## src/rtl/bck_ext_loop_ctrl.sv

```systemverilog
// Backward-extension loop-control stage: i/j nested-loop bookkeeping per token,
// valid/ready handshake with a 2-entry (output + skid) buffer and saturating event counters.
module bck_ext_loop_ctrl #(
    parameter int          SIZE_W = 7,
    parameter int          SIDE_W = 170,
    parameter int          PEND_W = 256,
    parameter int          CNT_W  = 32,
    parameter logic [5:0]  ST_INI = 6'd1,
    parameter logic [5:0]  ST_RUN = 6'd2,
    parameter logic [5:0]  ST_BUB = 6'd0
) (
    input  logic              clk,
    input  logic              rst,
    input  logic              in_valid,
    output logic              in_ready,
    input  logic [5:0]        in_status,
    input  logic [SIDE_W-1:0] in_side,
    input  logic [PEND_W-1:0] in_pend,
    input  logic [7:0]        in_out_c,
    input  logic [SIZE_W-1:0] in_fwd_size,
    input  logic [SIZE_W-1:0] in_size,
    input  logic [SIZE_W-1:0] in_last_size,
    input  logic [SIZE_W-1:0] in_wr_addr,
    input  logic [SIZE_W-1:0] in_i,
    input  logic [SIZE_W-1:0] in_j,
    input  logic              in_iter_bnd,
    output logic              out_valid,
    input  logic              out_ready,
    output logic [5:0]        out_status,
    output logic [SIDE_W-1:0] out_side,
    output logic [PEND_W-1:0] out_pend,
    output logic [7:0]        out_out_c,
    output logic [SIZE_W-1:0] out_fwd_size,
    output logic [SIZE_W-1:0] out_size,
    output logic [SIZE_W-1:0] out_last_size,
    output logic [SIZE_W-1:0] out_wr_addr,
    output logic [SIZE_W-1:0] out_i,
    output logic [SIZE_W-1:0] out_j,
    output logic              out_iter_bnd,
    output logic              out_finish,
    output logic              out_last_one,
    input  logic              cnt_clr,
    output logic [CNT_W-1:0]  finish_cnt,
    output logic [CNT_W-1:0]  iter_cnt
);

    localparam logic [SIZE_W-1:0] SZ_ZERO = {SIZE_W{1'b0}};
    localparam logic [SIZE_W-1:0] SZ_ONE  = {{(SIZE_W-1){1'b0}}, 1'b1};

    // iter_evt travels with the token so the loop-exit counter can be bumped on delivery.
    typedef struct packed {
        logic [5:0]        status;
        logic [SIDE_W-1:0] side;
        logic [PEND_W-1:0] pend;
        logic [7:0]        out_c;
        logic [SIZE_W-1:0] fwd_size;
        logic [SIZE_W-1:0] size;
        logic [SIZE_W-1:0] last_size;
        logic [SIZE_W-1:0] wr_addr;
        logic [SIZE_W-1:0] i;
        logic [SIZE_W-1:0] j;
        logic              iter_bnd;
        logic              finish;
        logic              last_one;
        logic              iter_evt;
    } tok_t;

    function automatic tok_t bubble_tok();
        tok_t t;
        t        = {$bits(tok_t){1'b0}};
        t.status = ST_BUB;
        return t;
    endfunction

    function automatic logic [CNT_W-1:0] sat_inc(input logic [CNT_W-1:0] c, input logic inc);
        if (inc && (c != {CNT_W{1'b1}})) begin
            return c + {{(CNT_W-1){1'b0}}, 1'b1};
        end else begin
            return c;
        end
    endfunction

    tok_t              new_tok_s;
    tok_t              out_tok_r;
    tok_t              out_tok_n;
    tok_t              skid_tok_r;
    tok_t              skid_tok_n;
    logic              out_vld_r;
    logic              out_vld_n;
    logic              skid_vld_r;
    logic              skid_vld_n;
    logic              in_rdy_r;
    logic              accept_s;
    logic              deliver_s;
    logic              jb_s;
    logic [SIZE_W-1:0] fwd_m1_s;
    logic [CNT_W-1:0]  finish_cnt_r;
    logic [CNT_W-1:0]  iter_cnt_r;

    // A zero last_size must never bound, so it is excluded before the j compare.
    assign jb_s      = (in_last_size != SZ_ZERO) && (in_j == (in_last_size - SZ_ONE));
    assign fwd_m1_s  = (in_fwd_size == SZ_ZERO) ? SZ_ZERO : (in_fwd_size - SZ_ONE);
    assign accept_s  = in_valid & in_rdy_r;
    assign deliver_s = out_vld_r & out_ready;

    // Loop-index update applied to the incoming token.
    always_comb begin
        new_tok_s = bubble_tok();
        case (in_status)
            ST_INI: begin
                new_tok_s.status    = ST_INI;
                new_tok_s.side      = in_side;
                new_tok_s.fwd_size  = in_fwd_size;
                new_tok_s.size      = in_size;
                new_tok_s.last_size = in_last_size;
                new_tok_s.wr_addr   = in_wr_addr;
                new_tok_s.i         = in_i;
                new_tok_s.j         = in_j;
                new_tok_s.iter_bnd  = in_iter_bnd;
            end
            ST_RUN: begin
                new_tok_s.status    = ST_RUN;
                new_tok_s.side      = in_side;
                new_tok_s.pend      = in_pend;
                new_tok_s.out_c     = in_out_c;
                new_tok_s.fwd_size  = in_fwd_size;
                new_tok_s.finish    = jb_s && (in_size == SZ_ZERO);
                new_tok_s.last_one  = jb_s && (in_size == SZ_ONE);
                new_tok_s.iter_bnd  = in_iter_bnd || (jb_s && (in_i == SZ_ZERO));
                new_tok_s.iter_evt  = !in_iter_bnd && jb_s && (in_i == SZ_ZERO);
                new_tok_s.j         = jb_s ? SZ_ZERO : (in_j + SZ_ONE);
                new_tok_s.wr_addr   = jb_s ? fwd_m1_s : in_wr_addr;
                new_tok_s.last_size = jb_s ? in_size : in_last_size;
                new_tok_s.size      = jb_s ? SZ_ZERO : in_size;
                if (in_iter_bnd) begin
                    new_tok_s.i = SZ_ZERO;
                end else if (jb_s && (in_i != SZ_ZERO)) begin
                    new_tok_s.i = in_i - SZ_ONE;
                end else begin
                    new_tok_s.i = in_i;
                end
            end
            default: begin
                new_tok_s = bubble_tok();
            end
        endcase
    end

    // Output/skid steering; the skid is only ever full while the output register is full.
    always_comb begin
        out_vld_n  = out_vld_r;
        out_tok_n  = out_tok_r;
        skid_vld_n = skid_vld_r;
        skid_tok_n = skid_tok_r;
        if (!out_vld_r) begin
            if (accept_s) begin
                out_vld_n = 1'b1;
                out_tok_n = new_tok_s;
            end else begin
                out_vld_n = 1'b0;
            end
        end else if (deliver_s) begin
            if (skid_vld_r) begin
                out_tok_n  = skid_tok_r;
                skid_vld_n = 1'b0;
            end else if (accept_s) begin
                out_tok_n = new_tok_s;
            end else begin
                out_vld_n = 1'b0;
                out_tok_n = bubble_tok();
            end
        end else if (accept_s) begin
            skid_vld_n = 1'b1;
            skid_tok_n = new_tok_s;
        end else begin
            skid_vld_n = skid_vld_r;
        end
    end

    // Pipeline registers and counters; reset flushes any held tokens.
    always_ff @(posedge clk) begin
        if (!rst) begin
            out_vld_r    <= 1'b0;
            skid_vld_r   <= 1'b0;
            in_rdy_r     <= 1'b1;
            out_tok_r    <= bubble_tok();
            skid_tok_r   <= {$bits(tok_t){1'b0}};
            finish_cnt_r <= {CNT_W{1'b0}};
            iter_cnt_r   <= {CNT_W{1'b0}};
        end else begin
            out_vld_r  <= out_vld_n;
            skid_vld_r <= skid_vld_n;
            in_rdy_r   <= !skid_vld_n;
            out_tok_r  <= out_tok_n;
            skid_tok_r <= skid_tok_n;
            if (cnt_clr) begin
                finish_cnt_r <= {CNT_W{1'b0}};
                iter_cnt_r   <= {CNT_W{1'b0}};
            end else begin
                finish_cnt_r <= sat_inc(finish_cnt_r, deliver_s & out_tok_r.finish);
                iter_cnt_r   <= sat_inc(iter_cnt_r, deliver_s & out_tok_r.iter_evt);
            end
        end
    end

    assign in_ready      = in_rdy_r;
    assign out_valid     = out_vld_r;
    assign out_status    = out_tok_r.status;
    assign out_side      = out_tok_r.side;
    assign out_pend      = out_tok_r.pend;
    assign out_out_c     = out_tok_r.out_c;
    assign out_fwd_size  = out_tok_r.fwd_size;
    assign out_size      = out_tok_r.size;
    assign out_last_size = out_tok_r.last_size;
    assign out_wr_addr   = out_tok_r.wr_addr;
    assign out_i         = out_tok_r.i;
    assign out_j         = out_tok_r.j;
    assign out_iter_bnd  = out_tok_r.iter_bnd;
    assign out_finish    = out_tok_r.finish;
    assign out_last_one  = out_tok_r.last_one;
    assign finish_cnt    = finish_cnt_r;
    assign iter_cnt      = iter_cnt_r;

endmodule

```

## config.mk

```make
export PLATFORM = sky130hd
export DESIGN_NAME = bck_ext_loop_ctrl
export DESIGN_NICKNAME = d
export VERILOG_FILES = /design/src/rtl/bck_ext_loop_ctrl.sv
export SDC_FILE = /design/constraint.sdc
export NUM_CORES = 2
export LEC_CHECK = 0
export BUFFER_PORTS_ARGS = -buffer_cell sky130_fd_sc_hd__buf_2
export CORE_AREA = 2 2 400 402
export DETAILED_ROUTE_END_ITERATION = 10
export DIE_AREA = 0 0 402 404
export GPL_TIMING_DRIVEN = 0
export PLACE_DENSITY = 0.57
export SYNTH_ARGS = -nofsm -noshare
export SYNTH_HDL_FRONTEND = slang
export SYNTH_SLANG_ARGS = --single-unit
```

## constraint.sdc

```tcl
create_clock -name clk -period 5.8 [get_ports clk]
set_clock_uncertainty 0.2 [all_clocks]
set_input_delay 0.58 -clock clk [delete_from_list [all_inputs] [get_ports clk]]
set_output_delay 0.58 -clock clk [all_outputs]
set_load 0.05 [all_outputs]
```

==> reports/results.ini <==
[critical_path]
startpoint_type = register
critical_path.top_delay_family = buffers and inverters
path_buf_inv = 5
crit_required_ps = 6250
crit_chain = buf_2, o21a_1, clkbuf_1, buf_2, clkbuf_1, clkbuf_1, a21oi_1, nor2_1
path_common_cell = clkbuf_1
endpoint_kind = register
slowest_stage = clkbuf_1
slowest_delay_ps = 940
crit_type = register to register
critPathArrivalTime_ps = 5110
critical_path.max_fanout = 10

[cells_and_area]
seq_area_sq_um = 20640
drive_above_1_share_pct = 23.33
post-route-util_pct = 40.04
fin_area_sq_um = 63190
final_cell_mix = 1532 x a21oi_1, 1130 x buf_2, 1031 x dfxtp_1, 554 x nor2_1, 520 x nand2_1
layout_commonest_cell = a21oi_1
multi_input_area_sq_um = 20130
synthToLayoutAreaGrowth_pct = 35.31
nets = 8237
fill_cells = 16594

[grt]
grt.total_usage_pct = 25.10
overflow = 0
antenna_found_initial = 42
grt_max_degree = 17
grt_pass1_wl_um = 312200
grt_pass1_vias = 48505

[synth]
synth-edff-count = 0
syn_area_sq_um = 46700
synth_cells = 6127
synthArstFlopShare_pct = 0
yosysSeqAreaShare_pct = 44.20
ys_warn_count = 0
synth_flop_cell = dfxtp_1
synth_area_per_cell_sq_um = 7.622
synth-seq-cells = 1031
netlist-cell-type-count = 65

[power]
leakage_nw = 25.59
powerDensity_nw_per_um2 = 275.6
peakVddDrop_v = 0.0002695

[timing]
rsz0062_at_grt = false
relSlewSlack_pct = 2.473
fin_crit_ps = 4654
finalSetupTns_ps = 0
worst_slew_pin_slew_ps = 1463
setup_viol = 0
period_share_pct = 80.23
fmax_mhz = 214.9
finalMaxSlewViolations = 0
hold_violations = 0

[route]
drc = 0
wirelength_um = 215700
first_pass_iters = 6
via_count = 51241
vias_per_cell = 5.155
wl_per_cell_um = 21.70
ant_nets = 0
first_iter_violations = 4679

[die]
die_h_um = 404
die_w_um = 402
core_area_sq_um = 157800
start_util_pct = 29.59
num_io_pins = 1039
die_area_sq_um = 162400
rows = 146

[worst_hold_path]
hp-class = primary input to register

[clock_network]
cts_tree = built
clock-root-buffer = clkbuf_16
clkSinkCount = 1031
insertion_delay_ps = 730
cts.clk_slew.worst_paths_ps = 70
cts-buffers-inserted = 115
clockBufferDepth = 3
htreeDepth = 3

[placement]
hpwlAfterDp_um = 165100
placed_cell_area_sq_um = 54530
port-buffer-count = 1033
place_congestion = 0.9837

[run_status]
status = finished clean

[flow_run]
maxCapViolCount = 0

-- cells by family after synthesis --
group                    synth area share, %
AND/OR/NAND/NOR                        20.51
AO/OA/AOI/OAI                          20.92
buffers and inverters                  12.76
flip-flops                             44.20
XOR/XNOR                               1.369
adder cells (fa/ha/maj)               0.2143
other                               0.008030
multiplexers                         0.02143
-- area by class of cell --
cell class                      count  share of cell area, %
Timing Repair Buffer             1494                  15.52
Clock inverter                     46                 0.8732
Multi-Input combinational cell   4028                  31.85
Clock buffer                      167                  5.437
Antenna cell                       31                 0.1228
Inverter                           15                0.08910
Buffer                           1056                  9.343
Tap cell                         2072                  4.102
Sequential cell                  1031                  32.66
-- power breakdown --
group | switching [W] | total [W] | internal (W) | leakage, nW
logic | 0.00162 | 0.00241 | 0.000787 | 15.3
registers | 0.0000718 | 0.00727 | 0.00720 | 8.33
clock network | 0.00323 | 0.00774 | 0.00451 | 1.99
total | 0.00492 | 0.0174 | 0.0125 | 25.6
-- through the flow --
stage / power [W] / hold slack, ps / worst slack (ps) / std cells
2_1_floorplan: 0.008670 / 232.0 / 3105 / 6130
3_3_place_gp: 0.009511 / 237.5 / 278.7 / 9235
3_5_place_dp: 0.009521 / 243.1 / 1070 / 9237
4_1_cts: 0.01751 / 5.011 / 1046 / 9909
5_1_grt: 0.01796 / 38.19 / 835.7 / 9924
6_report: 0.01741 / 61.37 / 1146 / 9940
-- worst paths after layout --
kind | slack, ps | cells past startpoint | to | start
setup reg to reg | 1150 | 8 | out_pend[201] | out_valid
hold reg to reg | 250 | 2 | skid_tok_r[443] | skid_tok_r[443]
setup / recovery | 1150 | 8 | out_pend[201] | out_valid
hold / removal | 60 | 3 | skid_tok_r[44] | in_fwd_size[5]
-- tightest hold or removal path, cell delays in order --
cell     delay, ps
buf_2          190
nand3_1        100
a21oi_1         60
-- state kept, by name, indices dropped and copies added (netlist names) --
| signal | count |
|---|---|
| out_tok_r | 1 |
| out_side | 170 |
| out_pend | 256 |
| finish_cnt | 32 |
| out_last_one | 1 |
| in_ready | 1 |
| out_status | 2 |
| out_j | 7 |
| iter_cnt | 32 |
| out_finish | 1 |
| out_valid | 1 |
| out_out_c | 8 |
| skid_tok_r | 482 |
| out_size | 7 |
| out_last_size | 7 |
| out_fwd_size | 7 |
| out_iter_bnd | 1 |
| out_wr_addr | 7 |
| skid_vld_r | 1 |
| out_i | 7 |
-- what timing repair did --
action	4_1_cts	5_1_grt
resized for setup	0	0
hold buffers	459	0
hold endpoints to repair	568	0
setup buffers	0	0
-- per-layer routing --
metal,part of all wire (%),GRT usage [%]
met2,46,40.62
met5,0.061,0
met4,4.6,10.70
met1,42,31.82
met3,7.8,5.987
-- cell usage after synthesis (all sizes together) (2+ instances only) --
master	n	area share, %
and4	12	0.23
a211oi	5	0.080
nand3b	3	0.048
nand2b	7	0.094
clkbuf	431	3.5
and2	5	0.067
a32oi	4	0.075
and3b	2	0.038
and3	15	0.20
xnor2	25	0.47
nand2	520	4.2
a2bb2oi	3	0.056
o211a	2	0.043
nor2	554	4.5
o21ai	86	0.92
nand4	21	0.29
nand3	496	5.3
nor3b	34	0.57
o21a	4	0.064
o221ai	2	0.038
a21oi	1533	16
xor2	48	0.90
a22oi	7	0.11
a31oi	29	0.39
o211ai	4	0.075
buf	625	9.2
ha	8	0.21
inv	14	0.11
or2	3	0.040
or3	11	0.15
a221oi	117	2.2
nor3	425	4.6
dfxtp	1031	44
a21boi	9	0.14
nor4	11	0.16
or4	2	0.032
a32o	5	0.11
(Power assumes the default switching activity.)
